[src/rtl/io_pattern_bank.sv]
// io_pattern_bank: multi-channel output-pattern generator for board bring-up.
// A free-running prescaler emits a tick every 2^LOG2DELAY cycles; on each tick
// the pattern register (which directly drives led_o) advances according to the
// active mode, or loads the start value of a newly requested mode.
// Optional differential output pair is built only when IO_PATTERN_BANK_DIFF_EN
// is defined; otherwise diff_p/diff_n are tied to 0/1.
module io_pattern_bank #(
   parameter int unsigned CHANNELS  = 4,
   parameter int unsigned LOG2DELAY = 25
) (
   input  logic                clk,
   input  logic                rst_n,
   input  logic [1:0]          mode,
   input  logic                mode_valid,
   output logic                mode_ready,
   input  logic [CHANNELS-1:0] oe_mask,
   output logic [CHANNELS-1:0] led_o,
   output logic [CHANNELS-1:0] led_t,
   output logic                tick,
   output logic                diff_p,
   output logic                diff_n
);

   typedef enum logic [1:0] {
      ModeCount  = 2'd0,
      ModeWalk   = 2'd1,
      ModeBounce = 2'd2,
      ModeOff    = 2'd3
   } mode_e;

   logic [LOG2DELAY-1:0] prescaler_q;
   logic                 tick_q;
   mode_e                mode_q, mode_d;
   mode_e                pend_mode_q;
   logic                 pend_vld_q;
   logic                 dir_up_q, dir_up_d;
   logic [CHANNELS-1:0]  pattern_q, pattern_d;
   logic [CHANNELS-1:0]  led_t_q;
   logic                 accept;

   // A new request is only taken while nothing is pending.
   assign accept     = mode_valid & ~pend_vld_q;
   assign mode_ready = ~pend_vld_q;
   assign tick       = tick_q;
   assign led_o      = pattern_q;
   assign led_t      = led_t_q;

   // Next pattern: hold between ticks; on a tick either load a pending mode's
   // start value or advance in the active mode.
   always_comb begin
      pattern_d = pattern_q;
      dir_up_d  = dir_up_q;
      mode_d    = mode_q;
      if (tick_q) begin
         if (pend_vld_q) begin
            mode_d   = pend_mode_q;
            dir_up_d = 1'b1;
            unique case (pend_mode_q)
               ModeWalk, ModeBounce: pattern_d = CHANNELS'(1);
               default:              pattern_d = '0;
            endcase
         end else begin
            unique case (mode_q)
               ModeCount: pattern_d = pattern_q + CHANNELS'(1);
               ModeWalk:  pattern_d = (pattern_q << 1) | (pattern_q >> (CHANNELS - 1));
               ModeBounce: begin
                  if (CHANNELS == 1) begin
                     pattern_d = pattern_q;
                  end else if (dir_up_q) begin
                     // Reverse at the top end instead of shifting out.
                     if (pattern_q[CHANNELS-1]) begin
                        pattern_d = pattern_q >> 1;
                        dir_up_d  = 1'b0;
                     end else begin
                        pattern_d = pattern_q << 1;
                     end
                  end else begin
                     if (pattern_q[0]) begin
                        pattern_d = pattern_q << 1;
                        dir_up_d  = 1'b1;
                     end else begin
                        pattern_d = pattern_q >> 1;
                     end
                  end
               end
               default: pattern_d = '0;
            endcase
         end
      end
   end

   // Prescaler, tick, mode handshake, pattern and tristate registers.
   always_ff @(posedge clk or negedge rst_n) begin
      if (!rst_n) begin
         prescaler_q <= '0;
         tick_q      <= 1'b0;
         mode_q      <= ModeCount;
         pend_mode_q <= ModeCount;
         pend_vld_q  <= 1'b0;
         dir_up_q    <= 1'b1;
         pattern_q   <= '0;
         led_t_q     <= '1;
      end else begin
         prescaler_q <= prescaler_q + LOG2DELAY'(1);
         tick_q      <= &prescaler_q;
         mode_q      <= mode_d;
         dir_up_q    <= dir_up_d;
         pattern_q   <= pattern_d;
         led_t_q     <= ~oe_mask;
         // A pending request is consumed on a tick; a request accepted on the
         // same edge as a tick stays pending until the following tick.
         if (accept) begin
            pend_vld_q  <= 1'b1;
            pend_mode_q <= mode_e'(mode);
         end else if (tick_q) begin
            pend_vld_q <= 1'b0;
         end
      end
   end

`ifdef IO_PATTERN_BANK_DIFF_EN
   logic diff_p_q;

   // Differential pair tracks pattern bit 0, updated on the same edge as led_o.
   always_ff @(posedge clk or negedge rst_n) begin
      if (!rst_n) begin
         diff_p_q <= 1'b0;
      end else begin
         diff_p_q <= pattern_d[0];
      end
   end

   assign diff_p = diff_p_q;
   assign diff_n = ~diff_p_q;
`else
   assign diff_p = 1'b0;
   assign diff_n = 1'b1;
`endif

endmodule

[config.mk]
export PLATFORM = sky130hd
export DESIGN_NAME = io_pattern_bank
export DESIGN_NICKNAME = d
export VERILOG_FILES = /design/src/rtl/io_pattern_bank.sv
export SDC_FILE = /design/constraint.sdc
export NUM_CORES = 1
export LEC_CHECK = 0
export CORE_MARGIN = 2
export CORE_UTILIZATION = 44
export CTS_BUF_LIST = sky130_fd_sc_hd__clkbuf_4 sky130_fd_sc_hd__clkbuf_8
export CTS_CLUSTER_SIZE = 24
export DETAILED_ROUTE_END_ITERATION = 8
export PLACE_DENSITY_LB_ADDON = 0.08
export RECOVER_POWER = 25
export SLEW_MARGIN = 20
export SYNTH_ARGS = -nofsm -noshare
export SYNTH_HDL_FRONTEND = slang
export SYNTH_SLANG_ARGS = --single-unit
[constraint.sdc]
create_clock -name clk -period 1.4 [get_ports clk]
set_input_delay 0.28 -clock clk [delete_from_list [all_inputs] [get_ports clk]]
set_output_delay 0.28 -clock clk [all_outputs]
set_load 0.01 [all_outputs]
==> Word level (Yosys, flattened, before mapping) <==
Cells that the tools add are included.
{ "classes": {"n_addsub": 2, "n_eq_ne": 4, "n_mux": 13, "bitwise": 4, "n_reduce_logical": 7} }
{ "ops": {"columns": ["cell", "count"], "rows": [
  ["$add A25 B1 Y25 const B", 1],
  ["$reduce_and A25 Y1", 1],
  ["$mux W4", 4],
  ["$pmux W4 S3", 1],
  ["$mux W1", 8],
  ["$add A4 B1 Y4 const B", 1],
  ["$eq A2 B1 Y1 const B", 2],
  ["$eq A2 B2 Y1 const B", 2],
  ["$not A4 Y4", 1],
  ["$or A4 B1 Y4", 1],
  ["$reduce_and A2 Y1", 2],
  ["$reduce_bool A2 Y1", 2],
  ["$logic_not A2 Y1", 1],
  ["$reduce_or A2 Y1", 1],
  ["$and A1 B1 Y1", 1],
  ["$not A1 Y1", 1]
]} }
{ "totals": {"register_bits": 40, "inputBits": 9, "output_inout_bits": 12, "wordCells": 38} }

==> Logic depth before layout (Yosys ltp) <==
{ "logic_depth": {"word_depth": 4, "mapped_depth": 7, "mapped_depth_nobuf": 6} }

==> Worst setup path after synthesis <==
Ideal clock, no wire load.
{ "synth_path": {"path_type": "register to register", "from": "register pattern_q[0] (netlist: led_o[0])", "to": "register pattern_q[0] (netlist: led_o[0])", "setup_ns": 0.121, "t_arrival_ns": 1.406, "t_required_ns": 1.279, "path_slack_ns": -0.127, "stages_incl_launch_ff": 8, "path_buffers": 1, "period_less_slack_ns": 1.527, "cell_sequence": "dfrtp_1 clkbuf_1 inv_1 ha_1 nor2b_1 a31oi_1 o221ai_1 a22o_1"} }
{ "synth_between": {"elab_chain_len": 4, "word_cells_on_any_way": 5, "cone_classes": "add/sub (1); mux (4)"} }
{ "synth_lines": {"columns": ["element", "line_no", "rtl"], "rows": [
  ["start: declaration", "37", "logic [CHANNELS-1:0] pattern_q, pattern_d;"],
  ["start signal: assignment", "108", "pattern_q <= pattern_d;"],
  ["branches (longest 2 deep; another with $add A4 B1 Y4)", null, null],
  ["$pmux W4 S3 *", "63", "unique case (mode_q)"],
  ["$mux W4 *", "55", "if (pend_vld_q) begin"]
]} }
Every way passes the cells marked *.
A chain may end at the register's enable or synchronous reset.

==> Worst setup path after layout <==
{ "layout_path": {"from": "register pattern_q[1] (netlist: led_o[1])", "to": "register pattern_q[2] (netlist: led_o[2])"} }
{ "layout_between": {"elab_chain_len": 4, "word_cells_on_any_way": 7, "cone_classes": "add/sub (1); mux (5); bitwise (1)"} }
{ "layout_lines": {"columns": ["element", "line_no"], "rows": [
  ["branches (longest 2 deep; another with $add A4 B1 Y4)", null],
  ["$pmux W4 S3 *", "63"],
  ["$mux W4 *", "55"]
]} }
Marked as above.

==> flow_summary.toml <==
[critical_path]
slowest_stage = "or4b_4"
critPathLaunchType = "register"
cp.depth = 5
cpPeakStageDelay_ps = 500
cp.buffers_inverters = 0
worstRegToRegCells = 5
cp_max_fo = 3
cp_cell_sequence = "ha_2, xor2_1, nor2_1, or4b_4, nand3_2"
cp.required_ps = 1620
critical_path_class = "reg -> reg"
critical_path.top_delay_family = "simple AND/OR/NAND/NOR gates"
cp-end-kind = "register"
worstPathArrival_ps = 1640

[power_and_ir_drop]
p_leak_nw = 1.162
cellPowerDensity_nw_per_um2 = 885.7
peakVddDrop_mv = 0.6103
p_total_mw = 2.177

[sta]
max_slew_margin_pct = 64.07
drv_slew = 0
fmax_mhz = 706.8
finalSetupViolCount = 1
fin_crit_sh_pct = 101.1
hold_viol_final = 0
setup_slack_ps = -14.75
finClkSkew_ps = 5.642
tightest_slew_ps = 539.0
rsz0062_at_grt = "true"
timing.hold.ws_ps = 464.5
layout_min_cycle_time_ps = 1415

[clocking]
clk_latency_ps = 280
cts_buffers = 5
cts_tree = "done"
cts_num_sinks = 40
cts.clk_slew.worst_paths_ps = 70
h-tree-depth = 2
cts_buffer_depth = 2
clock-root-buffer = "clkbuf_8"

[synth]
yosys_most_used_dff = "dfrtp_1"
synthTopCellsByArea = "dfrtp_1 46%, xnor2_1 10%, dfstp_2 6.9%"
yosysMostFrequentCell = "dfrtp_1"
syn-num-nets = 179
ys_seq_area_share_pct = 53.28
yosysTopAreaCell = "dfrtp_1"
ys_async_sr_fraction_pct = 100.0
yosys_warnings = 0
yosys.area.top_type_share_pct = 46.33
synth_common_cells = "35 x dfrtp_1, 22 x xnor2_1, 13 x nand3_1"
ys_ff_latch = 40
synthCells = 167
synth-edff-count = 0
synth.avg_cell_area_um2 = 11.32
synthDistinctLibCells = 39
synth_area_um2 = 1891

[detailed_routing]
drtIter0Drc = 67
drt_pass1_iterations = 4
routed_wl_um = 3738
avgRoutedWirePerCell_um = 14.11
drc_errors = 0
ant_nets = 0
vias = 1375
vias_per_cell = 5.189

[die]
die-area_um2 = 4837
die_w_um = 69.55
io_pins = 21
coreArea_um2 = 4058
die_y_um = 69.55
initial_core_util_pct = 46.59
rows = 23

[layout]
multiInputGateArea_um2 = 834.6
n_antenna_cell = 0
final_util_pct = 60.56
fill_cells = 340
fin_nets = 226
final_area_um2 = 2457
syn_to_final_growth_pct = 29.98
ff_latch_area_um2 = 1012
layout-drive-gt1-share_pct = 30.23

[hold_path]
hold_class = "reg -> reg"
whs_path_depth = 1

[global_route]
grt_max_degree = 41
antenna_found_initial = 0
grt_pass1_wl_um = 6154
overflow = 0
first_global_vias = 1400
track_usage_pct = 15.99

[placed_design]
gp_congestion = 0.8115
place_area_um2 = 2263
dp_hpwl_um = 2554
placement.io_buffers = 18

[outcome]
status = "finished with violations"
violations = "negative setup slack"

[flow_run]
timing.max_cap.violations = 0
==> path summary, 6_finish.rpt <==
| kind | start | to | slack, ps |
|---|---|---|---|
| min in group asynchronous | rst_n | prescaler_q[6] | 630 |
| max in group asynchronous | rst_n | led_o[1] | 370 |
| worst max register to register | led_o[1] | led_o[2] | -10 |
| worst min-delay path | prescaler_q[24] | prescaler_q[24] | 460 |
| worst max-delay path | led_o[1] | led_o[2] | -10 |
| worst min register to register | prescaler_q[24] | prescaler_q[24] | 460 |
==> final cells by class <==
class	count	area share [%]
Timing Repair Buffer	48	16.40
Sequential cell	40	41.19
Tap cell	50	2.546
Multi-Input combinational cell	110	33.96
Clock inverter	2	1.426
Clock buffer	6	3.106
Inverter	9	1.375
==> power breakdown <==
| group | switching [mW] | total (mW) | internal [mW] |
|---|---|---|---|
| clock | 0.373 | 0.921 | 0.548 |
| combinational | 0.0381 | 0.0738 | 0.0358 |
| sequential | 0.00888 | 1.18 | 1.17 |
==> what timing repair did <==
item                                    4_1_cts  5_1_grt
pin swaps                                     0       10
gates cloned                                  0        2
endpoints found under the setup margin       15       13
resized for setup                            15       12
buffers inserted                              3        3
endpoints found under the hold margin        35        0
hold buffers                                  1        0
==> cell families (layout without fill, tap and decap cells) <==
logic type               Yosys count  count (layout)  share of synthesized area, %
AND/OR/NAND/NOR                   56              57                         17.67
flip-flops                        40              40                         53.28
XOR/XNOR                          25              25                         11.58
AO/OA/AOI/OAI                     18              18                         7.413
buffers and inverters             18              65                         4.765
multiplexers                       5               5                         2.912
adder cells (fa/ha/maj)            3               3                         1.986
other                              2               2                        0.3972
==> sequential cells by signal, summed over array words and instances, names as in the netlist <==
signal / cells
prescaler_q: 25
led_o: 4
led_t: 4
mode_q: 2
pend_mode_q: 2
dir_up_q: 1
pend_vld_q: 1
tick: 1
==> per-layer routing <==
| layer | global-route usage [%] | share of wire, % | up-vias |
|---|---|---|---|
| met4 | 5.664 | 1.2 | 0 |
| met3 | 4.797 | 3.6 | 6 |
| li1 | - | - | 666 |
| met1 | 19.24 | 44 | 680 |
| met2 | 27.14 | 51 | 23 |
| met5 | 0 | 0 | - |
==> layout by cell type (no fill, tap or decap), types with 4 or more instances in the layout <==
| master | synthesis | final |
|---|---|---|
| clkbuf_8 | 0 | 5 |
| buf_4 | 3 | 24 |
| nand3_1 | 13 | 12 |
| and4_4 | 2 | 4 |
| dfstp_2 | 5 | 5 |
| xnor2_1 | 22 | 22 |
| nand4_1 | 6 | 6 |
| inv_1 | 8 | 8 |
| nor2b_1 | 5 | 4 |
| dfrtp_1 | 35 | 31 |
| dlygate4sd3_1 | 0 | 5 |
| nand2b_1 | 4 | 4 |
| nand2_1 | 7 | 7 |
| nor2_1 | 5 | 5 |
| dlygate4sd2_1 | 0 | 9 |
| dfrtp_2 | 0 | 4 |
| mux2_2 | 4 | 4 |
==> stage by stage <==
stage	instances	TNS, ps	worst slack [ps]
3_5_place_dp	248	-116.0	-57.34
2_1_floorplan	167	-31.21	-28.66
6_report	265	-14.75	-14.75
4_1_cts	260	0	5.595
3_3_place_gp	248	0	4.814
5_1_grt	265	-111.3	-69.53
No activity file was read; power rests on OpenSTA's default activity.
